[config.mk]
export PLATFORM = sky130hd
export DESIGN_NAME = firebird7_in_gate1_tessent_tdr_mux_ctrl_w3_flat
export DESIGN_NICKNAME = d
export VERILOG_FILES = /design/src/rtl/firebird7_in_gate1_tessent_tdr_mux_ctrl_w3_if.sv /design/src/rtl/firebird7_in_gate1_tessent_tdr_mux_ctrl_w3.sv /design/src/flat_wrapper.sv
export SDC_FILE = /design/constraint.sdc
export NUM_CORES = 1
export LEC_CHECK = 0
export BUFFER_PORTS_ARGS = -buffer_cell sky130_fd_sc_hd__buf_2
export CAP_MARGIN = 20
export CORE_AREA = 4 4 41 43
export CTS_CLUSTER_SIZE = 16
export DETAILED_ROUTE_END_ITERATION = 10
export DIE_AREA = 0 0 45 47
export PLACE_DENSITY = 0.58
export SLEW_MARGIN = 20
export SYNTH_ARGS = -nofsm -noshare
export SYNTH_HDL_FRONTEND = slang
export SYNTH_SLANG_ARGS = --single-unit
export TNS_END_PERCENT = 100
[constraint.sdc]
create_clock -name ijtag_tck -period 1.1 [get_ports ijtag_tck]
set_input_delay 0.165 -clock ijtag_tck [delete_from_list [all_inputs] [get_ports ijtag_tck]]
set_output_delay 0.165 -clock ijtag_tck [all_outputs]
set_load 0.1 [all_outputs]
[src/rtl/firebird7_in_gate1_tessent_tdr_mux_ctrl_w3_if.sv]
// IJTAG scan-control and mux-facing signal bundle for the gate1 TDR.
// master: the scan-network / test-controller side that drives sel/ce/se/ue/si.
// slave:  the TDR itself.
interface firebird7_in_gate1_tessent_tdr_mux_ctrl_w3_if #(
    parameter int DATA_WIDTH = 3
);
    logic                  ijtag_sel;
    logic                  ijtag_ce;
    logic                  ijtag_se;
    logic                  ijtag_ue;
    logic                  ijtag_si;
    logic                  ijtag_so;
    logic [DATA_WIDTH-1:0] functional_data_in;
    logic                  ijtag_select;
    logic [DATA_WIDTH-1:0] ijtag_data_out;
    logic                  update_reject;

    modport master (
        output ijtag_sel,
        output ijtag_ce,
        output ijtag_se,
        output ijtag_ue,
        output ijtag_si,
        output functional_data_in,
        input  ijtag_so,
        input  ijtag_select,
        input  ijtag_data_out,
        input  update_reject
    );

    modport slave (
        input  ijtag_sel,
        input  ijtag_ce,
        input  ijtag_se,
        input  ijtag_ue,
        input  ijtag_si,
        input  functional_data_in,
        output ijtag_so,
        output ijtag_select,
        output ijtag_data_out,
        output update_reject
    );
endinterface

[src/rtl/firebird7_in_gate1_tessent_tdr_mux_ctrl_w3.sv]
// IJTAG TDR feeding the 3-bit gate1 IJTAG data mux.
// Scan chain sr[L-1:0], L = DATA_WIDTH+1: sr[L-1] is the select field,
// sr[DATA_WIDTH-1:0] the data field. Update-stage flops drive the mux
// select and IJTAG data inputs; capture observes the functional data
// net together with the current select.
// Optional update guard: define FIREBIRD7_TDR_UPDATE_GUARD_EN to reject
// updates that were not preceded by exactly L shifts since the last
// capture/update/reset (sticky update_reject flag). Without the macro every
// update applies and update_reject is tied low.
module firebird7_in_gate1_tessent_tdr_mux_ctrl_w3 #(
    parameter int                    DATA_WIDTH   = 3,
    parameter logic [DATA_WIDTH-1:0] RESET_DATA   = '0,
    parameter logic                  RESET_SELECT = 1'b0
) (
    input  logic ijtag_tck,
    input  logic ijtag_reset,
    firebird7_in_gate1_tessent_tdr_mux_ctrl_w3_if.slave tdr
);

    localparam int L = DATA_WIDTH + 1;

    logic [L-1:0]          sr_q;
    logic [L-1:0]          sr_d;
    logic                  sel_q;
    logic                  sel_d;
    logic [DATA_WIDTH-1:0] data_q;
    logic [DATA_WIDTH-1:0] data_d;

    logic capture_en;
    logic shift_en;
    logic update_en;
    logic update_ok;

    // Every action is qualified by the TDR being on the active scan path;
    // capture has priority over shift when both are requested.
    always_comb begin
        capture_en = tdr.ijtag_sel & tdr.ijtag_ce;
        shift_en   = tdr.ijtag_sel & tdr.ijtag_se & ~tdr.ijtag_ce;
        update_en  = tdr.ijtag_sel & tdr.ijtag_ue;
    end

    // Shift register next state: capture, shift (LSB out first) or hold.
    always_comb begin
        sr_d = sr_q;
        if (capture_en) begin
            sr_d = {sel_q, tdr.functional_data_in};
        end else if (shift_en) begin
            sr_d = {tdr.ijtag_si, sr_q[L-1:1]};
        end
    end

    // Update stage takes the pre-edge chain contents, even when the chain
    // is also capturing or shifting in the same cycle.
    always_comb begin
        sel_d  = sel_q;
        data_d = data_q;
        if (update_en && update_ok) begin
            sel_d  = sr_q[L-1];
            data_d = sr_q[DATA_WIDTH-1:0];
        end
    end

`ifdef FIREBIRD7_TDR_UPDATE_GUARD_EN

    localparam int              CW       = $clog2(L + 2);
    localparam logic [CW-1:0]   CNT_FULL = CW'(L);
    localparam logic [CW-1:0]   CNT_SAT  = CW'(L + 1);

    logic [CW-1:0] cnt_q;
    logic [CW-1:0] cnt_d;
    logic          reject_q;
    logic          reject_d;

    assign update_ok = (cnt_q == CNT_FULL);

    // Shift counter: cleared by capture and by any update (accepted or
    // not), otherwise counts shift cycles and parks at L+1 so that an
    // over-long shift is still distinguishable from a complete load.
    always_comb begin
        cnt_d = cnt_q;
        if (capture_en) begin
            cnt_d = '0;
        end else if (shift_en && (cnt_q != CNT_SAT)) begin
            cnt_d = cnt_q + 1'b1;
        end
        if (update_en) begin
            cnt_d = '0;
        end
    end

    // Reject flag latches on any refused update and holds until reset.
    always_comb begin
        reject_d = reject_q | (update_en & ~update_ok);
    end

    // Guard state registers.
    always_ff @(posedge ijtag_tck) begin
        if (!ijtag_reset) begin
            cnt_q    <= '0;
            reject_q <= 1'b0;
        end else begin
            cnt_q    <= cnt_d;
            reject_q <= reject_d;
        end
    end

    assign tdr.update_reject = reject_q;

`else

    assign update_ok         = 1'b1;
    assign tdr.update_reject = 1'b0;

`endif

    // Chain and update-stage registers; reset overrides all scan actions.
    always_ff @(posedge ijtag_tck) begin
        if (!ijtag_reset) begin
            sr_q   <= '0;
            sel_q  <= RESET_SELECT;
            data_q <= RESET_DATA;
        end else begin
            sr_q   <= sr_d;
            sel_q  <= sel_d;
            data_q <= data_d;
        end
    end

    assign tdr.ijtag_so       = sr_q[0];
    assign tdr.ijtag_select   = sel_q;
    assign tdr.ijtag_data_out = data_q;

endmodule
[src/flat_wrapper.sv]
// flat-port wrapper written by rule: the top's interface ports become plain ports
module firebird7_in_gate1_tessent_tdr_mux_ctrl_w3_flat 
#(
    parameter int                    DATA_WIDTH   = 3,
    parameter logic [DATA_WIDTH-1:0] RESET_DATA   = '0,
    parameter logic                  RESET_SELECT = 1'b0
)
  (ijtag_tck, ijtag_reset, tdr_ijtag_sel, tdr_ijtag_ce, tdr_ijtag_se, tdr_ijtag_ue, tdr_ijtag_si, tdr_functional_data_in, tdr_ijtag_so, tdr_ijtag_select, tdr_ijtag_data_out, tdr_update_reject);
  firebird7_in_gate1_tessent_tdr_mux_ctrl_w3_if #(.DATA_WIDTH(DATA_WIDTH)) tdr_i ();
  input  logic ijtag_tck;
  input  logic ijtag_reset;
  input wire logic [$bits(tdr_i.ijtag_sel)-1:0] tdr_ijtag_sel;
  input wire logic [$bits(tdr_i.ijtag_ce)-1:0] tdr_ijtag_ce;
  input wire logic [$bits(tdr_i.ijtag_se)-1:0] tdr_ijtag_se;
  input wire logic [$bits(tdr_i.ijtag_ue)-1:0] tdr_ijtag_ue;
  input wire logic [$bits(tdr_i.ijtag_si)-1:0] tdr_ijtag_si;
  input wire logic [$bits(tdr_i.functional_data_in)-1:0] tdr_functional_data_in;
  output wire logic [$bits(tdr_i.ijtag_so)-1:0] tdr_ijtag_so;
  output wire logic [$bits(tdr_i.ijtag_select)-1:0] tdr_ijtag_select;
  output wire logic [$bits(tdr_i.ijtag_data_out)-1:0] tdr_ijtag_data_out;
  output wire logic [$bits(tdr_i.update_reject)-1:0] tdr_update_reject;
  assign tdr_i.ijtag_sel = tdr_ijtag_sel;
  assign tdr_i.ijtag_ce = tdr_ijtag_ce;
  assign tdr_i.ijtag_se = tdr_ijtag_se;
  assign tdr_i.ijtag_ue = tdr_ijtag_ue;
  assign tdr_i.ijtag_si = tdr_ijtag_si;
  assign tdr_i.functional_data_in = tdr_functional_data_in;
  assign tdr_ijtag_so = tdr_i.ijtag_so;
  assign tdr_ijtag_select = tdr_i.ijtag_select;
  assign tdr_ijtag_data_out = tdr_i.ijtag_data_out;
  assign tdr_update_reject = tdr_i.update_reject;
  firebird7_in_gate1_tessent_tdr_mux_ctrl_w3 #(.DATA_WIDTH(DATA_WIDTH), .RESET_DATA(RESET_DATA), .RESET_SELECT(RESET_SELECT)) u_core (.ijtag_tck(ijtag_tck), .ijtag_reset(ijtag_reset), .tdr(tdr_i));
endmodule
==> results_dict.tcl, run 1 <==
set metrics [dict create \
    clk_pin_slew_ns 0.05 \
    r2r_end "u_core.sr_q[1]" \
    clock_latency_ns 0.25 \
    start_util_pct 31.4 \
    cts_buffers 3 \
    seq_area_frac_synth_pct 39.1 \
    gp_congestion 0.663 \
    drv_cap 0 \
    ff2ff_setup_slack_ns 0.33 \
    arrival_ns 0.79 \
    firstDrtPassIters 2 \
    endpoint_kind "primary output" \
    final_area_um2 568 \
    hold_depth 2 \
    max_stage_delay_ns 0.36 \
    cpMaxStageDelayCell "dfxtp_2" \
    die_x_um 45 \
    p_leak_nw 0.217 \
    rsz0062_at_grt "no" \
    postPlaceCellArea_um2 546 \
    clock-sinks 8 \
    cts_resized 0 \
    synth.ff_latch_count 8 \
    ir_worst_vdd_mv 0.638 \
    ys_types 14 \
    cp_top_family "flip-flops" \
    post_drt_wl_per_cell_um 11.6 \
    power_w 0.000703 \
    setup_violations 0 \
    io_pins 16 \
    finalCritPeriodShare_pct 86.6 \
    drive_gt1_share_pct 46.2 \
    path_cells "buf_12" \
    start_kind "register" \
    post_cts_buffers 0 \
    postSynthCellCount 39 \
    grt_max_degree 18 \
    hold_buffers 0 \
    vias_per_cell 5.03 \
    fin_worst_skew_ns 0.000898 \
    instances_no_fill 67 \
    core_mm2 0.00130 \
    drt-total-wl_um 777 \
    cts_tree "yes" \
    antenna_found_initial 0 \
    pwr_density_cell_mw_per_mm2 1240 \
    port_buffers 14 \
    outcome "complete, no violations" \
    criticalPathCategory "reg -> out" \
    final_nets 64 \
    insertedDiodeCount 0 \
    remaining_drc_errors 0 \
    critical_path_cell_count 1 \
    cts_max_level 1 \
    slew_viol_final 0 \
    grt_pass1_vias 317 \
    cts_buffer_depth 2 \
    tns_ns 0 \
    drt_iter0_drc 5 \
    hold_violations 0 \
    ant_nets 0 \
    worstPathRequired_ns 0.94 \
    cts_root_buffer "clkbuf_4" \
    synth_area_um2 409 \
    num_rows 13 \
    dp_hpwl_um 628 \
    area_delta_synth_final_pct 38.8 \
    cp_max_fo 3 \
    synth.avg_cell_area_um2 10.5 \
    timing.rr.start "u_core.sr_q[2]" \
    dp.cells 64 \
    grt_pass1_wl_mm 1.26 \
    crit_start "u_core.sr_q[0]" \
    synth_nets 49 \
    grtUsageTotal_pct 8.57 \
    vias 337 \
    r2r.worst_path.cells 2 \
    ys_warn_count 0 \
    hp-class "in -> reg" \
    grt_remaining_overflow 0 \
    die_h_um 47 \
    fmax_mhz 1050 \
    die_area_mm2 0.00212 \
    critPathBufInv 1 \
    period_minus_slack_ns 0.952 \
    holdWs_ns 0.199 \
    endpoint "tdr_ijtag_so" \
]
-- kinds of logic (layout without fill, tap and decap cells) --
| kind of cell | after synthesis | after routing | share of synthesized area [%] |
|---|---|---|---|
| other | 1 | 1 | 0.917 |
| AO/OA/AOI/OAI | 13 | 13 | 27.5 |
| AND/OR/NAND/NOR | 12 | 12 | 23.2 |
| buffers and inverters | 5 | 18 | 9.17 |
| flip-flops | 8 | 8 | 39.1 |
-- power breakdown --
group | internal, W | leakage (nW) | total, W | switching, W
combinational | 0.0000651 | 0.135 | 0.000169 | 0.000103
clock | 0.000124 | 0.0138 | 0.000213 | 0.0000886
sequential | 0.000308 | 0.0678 | 0.000322 | 0.0000143
-- layout by cell type (no fill, tap or decap), drive strengths merged --
cell,synthesis,final
buf,3,14
dfxtp,8,8
nand3,4,4
a21oi,4,4
nand3b,4,4
nand4bb,4,4
o2111a,4,4
a21bo,4,4
clkbuf,1,3
inv,1,1
o21a,1,1
conb,1,1
-- state kept, by name, summed over array words and instances (netlist names) --
name / flops
u_core.tdr.ijtag_select: 1
u_core.sr_q: 4
u_core.tdr.ijtag_data_out: 3
-- cells in the mapped netlist (all sizes together) --
master,number,area share [%]
dfxtp,8,39
a21bo,4,9.8
a21oi,4,4.9
nand3,4,4.9
nand3b,4,7.3
nand4bb,4,11
o2111a,4,11
buf,3,7.3
clkbuf,1,0.92
conb,1,0.92
inv,1,0.92
o21a,1,1.8
-- cell type report --
type | count | area, µm²
Fill cell | 135 | 733
Multi-Input combinational cell | 26 | 211
Sequential cell | 8 | 166
Timing Repair Buffer | 14 | 145
Clock buffer | 3 | 22.5
Tap cell | 15 | 18.8
Inverter | 1 | 3.75
-- through the flow --
| stage | utilization [%] | setup WS [ns] |
|---|---|---|
| CTS | 43.7 | 0.137 |
| finish | 43.7 | 0.148 |
| floorplan | - | -0.000973 |
| global placement | 41.9 | 0.206 |
| detailed placement | 41.9 | 0.204 |
| global route | 43.7 | 0.118 |
-- layer usage --
| layer | GRT usage (%) | wire length, µm | up-vias | share of wire [%] |
|---|---|---|---|---|
| met5 | 0 | 0 | - | 0 |
| met4 | 3.51 | 11 | 0 | 1.4 |
| met3 | 5.75 | 79 | 3 | 10 |
| met2 | 12.4 | 349 | 13 | 45 |
| met1 | 9.91 | 336 | 147 | 43 |
| li1 | - | - | 174 | - |
-- how the worst min path moves through the flow --
stage | from | end | slack [ns]
finish | ijtag_reset | u_core.sr_q[0] | 0.20
global route | ijtag_reset | u_core.sr_q[0] | 0.20
CTS | ijtag_reset | u_core.sr_q[0] | 0.20
detailed placement | ijtag_reset | u_core.sr_q[0] | 0.46
global placement | ijtag_reset | u_core.sr_q[3] | 0.46
floorplan | ijtag_reset | u_core.sr_q[0] | 0.30
Note: power is estimated with default switching activity, not from simulation.
==> run 2: changes to the inputs <==
- REMOVE_ABC_BUFFERS: unset -> 1
==> results_dict.tcl, run 2 (synthesis gave the netlist of run 1 again) <==
set metrics [dict create \
    grt_max_degree 18 \
    grtUsageTotal_pct 8.33 \
    firstDrtPassIters 2 \
    die_h_um 47 \
    vias_per_cell 5.12 \
    regArea_um2 160 \
    final_common_cell "buf_2" \
    slew_viol_final 0 \
    worstPathRequired_ns 0.94 \
    core_mm2 0.00130 \
    path_cells "buf_12" \
    cts_buffer_depth 2 \
    gp_congestion 0.704 \
    final_area_um2 562 \
    endpoint_kind "primary output" \
    remaining_drc_errors 0 \
    setup_violations 0 \
    drive_gt1_share_pct 36.5 \
    cts_buffers 3 \
    finalCritPeriodShare_pct 91.0 \
    grt_remaining_overflow 0 \
    cp_top_family "flip-flops" \
    fin_worst_skew_ns 0.00256 \
    postPlaceCellArea_um2 539 \
    hp-class "in -> reg" \
    n_fill_cell 140 \
    criticalPathCategory "reg -> out" \
    pwr_density_cell_mw_per_mm2 1250 \
    clock-sinks 8 \
    cts_max_level 1 \
    ir_worst_vdd_mv 0.590 \
    rsz0062_at_grt "no" \
    drv_cap 0 \
    drt-total-wl_um 803 \
    die_area_mm2 0.00212 \
    cp_max_fo 3 \
    num_rows 13 \
    post_drt_wl_per_cell_um 12.0 \
    port_buffers 14 \
    clk_pin_slew_ns 0.05 \
    top_register "u_core.sr_q" \
    outcome "complete, no violations" \
    drt_iter0_drc 4 \
    hold_violations 0 \
    arrival_ns 0.84 \
    grt_pass1_wl_mm 1.30 \
    vias 343 \
    cts_resized 0 \
    fmax_mhz 999 \
    post_cts_buffers 0 \
    period_minus_slack_ns 1.00 \
    max_stage_delay_ns 0.40 \
    ff2ff_setup_slack_ns 0.29 \
    ant_nets 0 \
    p_leak_nw 0.215 \
    largest_reg_flops 4 \
    hold_buffers 0 \
    insertedDiodeCount 0 \
    cts_tree "yes" \
    final_nets 64 \
    clock_latency_ns 0.24 \
    start_util_pct 31.4 \
    start_kind "register" \
    grt_pass1_vias 313 \
    cts_root_buffer "clkbuf_4" \
    final_cell_mix "9 x buf_2, 8 x dfxtp_1, 5 x buf_12" \
    cpMaxStageDelayCell "dfxtp_1" \
    dp_hpwl_um 627 \
    multi_input_area_um2 211 \
    holdWs_ns 0.202 \
    critPathBufInv 1 \
    die_x_um 45 \
    io_pins 16 \
    area_delta_synth_final_pct 37.3 \
    antenna_found_initial 0 \
]
==> run 2: area by class of cell <==
type                    instances  area share [%]
well taps                      15            3.34
clock buffers                   3            4.01
repair buffers                 14            25.8
flip-flops and latches          8            28.5
multi-input cells              26            37.6
inverters                       1           0.668
==> run 2: worst paths after layout <==
| kind | cells after the start | startpoint | end |
|---|---|---|---|
| setup reg to reg | 2 | u_core.tdr.ijtag_select | u_core.tdr.ijtag_select |
| setup / recovery | 1 | u_core.sr_q[0] | tdr_ijtag_so |
| hold reg to reg | 2 | u_core.sr_q[3] | u_core.tdr.ijtag_select |
| hold / removal | 2 | ijtag_reset | u_core.sr_q[3] |
==> run 2: stage by stage <==
step	total power [W]	setup TNS (ns)	util (%)	instances	worst slack [ns]
floorplan	0.000423	-1.63	-	35	-0.309
global placement	0.000495	0	41.4	64	0.215
detailed placement	0.000496	0	41.4	64	0.204
CTS	0.000710	0	43.2	67	0.0938
global route	0.000736	0	43.2	67	0.0684
finish	0.000704	0	43.2	67	0.0986
==> run 2: worst register-to-register path: stages, from the launching register on <==
cell	delay, ns
dfxtp_1	0.38
a21bo_2	0.24
a21oi_1	0.13
==> run 2: layer usage <==
metal / GRT usage (%) / up-vias / share of wire (%) / wire length, µm
met5: 0 / - / 0 / 0
met4: 3.51 / 0 / 0 / 0
met3: 2.68 / 0 / 6.0 / 48
met2: 12.1 / 8 / 49 / 391
met1: 11.3 / 158 / 45 / 363
li1: - / 177 / - / -
==> run 2: power breakdown <==
| group | switching (W) | internal [W] | leakage (nW) | total [W] |
|---|---|---|---|---|
| logic | 0.000104 | 0.0000647 | 0.135 | 0.000169 |
| registers | 0.0000145 | 0.000306 | 0.0655 | 0.000320 |
| clock network | 0.0000900 | 0.000124 | 0.0138 | 0.000214 |
| total | 0.000209 | 0.000495 | 0.215 | 0.000703 |
==> run 3: changes to the inputs <==
- MAX_ROUTING_LAYER: unset -> met4
==> results_dict.tcl, run 3 (synthesis gave the netlist of run 1 again) <==
set metrics [dict create \
    area_delta_synth_final_pct 37.3 \
    dp_hpwl_um 627 \
    route.met3.wl_um 43 \
    remaining_drc_errors 0 \
    post_drt_wl_per_cell_um 12.0 \
    drt_iter0_drc 4 \
    critPathBufInv 1 \
    finalCritPeriodShare_pct 91.0 \
    cts_buffers 3 \
    grtUsageTotal_pct 8.61 \
    max_stage_delay_ns 0.40 \
    ir_worst_vdd_mv 0.590 \
    clock-sinks 8 \
    ant_nets 0 \
    final_nets 64 \
    firstDrtPassIters 2 \
    slew_viol_final 0 \
    postPlaceCellArea_um2 539 \
    routed.top_layer "met3" \
    hp-start "ijtag_reset" \
    grt_pass1_vias 313 \
    grt_pass1_wl_mm 1.30 \
    outcome "complete, no violations" \
    hold_violations 0 \
    crit_start "u_core.sr_q[0]" \
    hold_buffers 0 \
    setup_violations 0 \
    cts_buffer_depth 2 \
    num_rows 13 \
    cts_tree "yes" \
    die_area_mm2 0.00212 \
    rsz0062_at_grt "no" \
    core_mm2 0.00130 \
    largest_reg_flops 4 \
    insertedDiodeCount 0 \
    period_minus_slack_ns 1.00 \
    pwr_density_cell_mw_per_mm2 1250 \
    grt_remaining_overflow 0 \
    io_pins 16 \
    clk_pin_slew_ns 0.05 \
    clock_latency_ns 0.24 \
    power_w 0.000703 \
    cts_root_buffer "clkbuf_4" \
    final_common_cell "buf_2" \
    p_leak_nw 0.215 \
    drt-total-wl_um 803 \
    start_util_pct 31.4 \
    holdWs_ns 0.202 \
    vias 343 \
    drive_gt1_share_pct 36.5 \
    drv_cap 0 \
    port_buffers 14 \
    routedLengthMet1_um 369 \
    grt_max_degree 18 \
    vias_per_cell 5.12 \
    finalCoreUtilization_pct 43.2 \
    instances_no_fill 67 \
    fmax_mhz 999 \
    wl_met2_um 391 \
    die_x_um 45 \
    antenna_found_initial 0 \
    dp.cells 64 \
    path_cells "buf_12" \
    criticalPathCategory "reg -> out" \
    endpoint_kind "primary output" \
    cts_resized 0 \
    hp-class "in -> reg" \
    timing.rr.start "u_core.tdr.ijtag_select" \
    cpMaxStageDelayCell "dfxtp_1" \
    final_cell_mix "9 x buf_2, 8 x dfxtp_1, 5 x buf_12" \
    top_register "u_core.sr_q" \
    fin_worst_skew_ns 0.00259 \
    cp_max_fo 3 \
    gp_congestion 0.712 \
    start_kind "register" \
    worstPathRequired_ns 0.94 \
    arrival_ns 0.84 \
    final_area_um2 562 \
    post_cts_buffers 0 \
    cts_max_level 1 \
    cp_top_family "flip-flops" \
    die_h_um 47 \
]
[run 3: cell counts in the layout (fill, tap and decap cells not counted)]
Identical to the previous run, type by type.
[run 3: layer usage]
layer / vias to the layer above / track usage, %
met5: - / -
met4: 0 / 3.51
met3: 0 / 2.30
met2: 8 / 12.1
met1: 158 / 11.5
li1: 177 / -
[run 3: report_power, final]
| part | switching [W] | internal, W | leakage (nW) |
|---|---|---|---|
| clock network | 0.0000900 | 0.000124 | 0.0138 |
| logic | 0.000104 | 0.0000647 | 0.135 |
| registers | 0.0000145 | 0.000306 | 0.0655 |
| total | 0.000209 | 0.000495 | 0.215 |
[run 3: cell type report]
| class | instances | area (µm²) |
|---|---|---|
| clock buffer | 3 | 22.5 |
| fill | 140 | 739 |
| inverter | 1 | 3.75 |
| multi-input combinational | 26 | 211 |
| sequential | 8 | 160 |
| tap | 15 | 18.8 |
| timing repair buffer | 14 | 145 |
[run 3: stage by stage]
| stage | setup WS, ns | TNS (ns) |
|---|---|---|
| 6_report | 0.0986 | 0 |
| 4_1_cts | 0.0938 | 0 |
| 3_3_place_gp | 0.215 | 0 |
| 3_5_place_dp | 0.204 | 0 |
| 2_1_floorplan | -0.309 | -1.63 |
| 5_1_grt | 0.0684 | 0 |
[run 3: path summary, 6_finish.rpt]
| check | endpoint | depth (start not counted) | slack, ns |
|---|---|---|---|
| setup / recovery | tdr_ijtag_so | 1 | 0.1 |
| setup reg to reg | u_core.tdr.ijtag_select | 2 | 0.28 |
| hold / removal | u_core.sr_q[3] | 2 | 0.20 |
| hold reg to reg | u_core.tdr.ijtag_select | 2 | 0.49 |
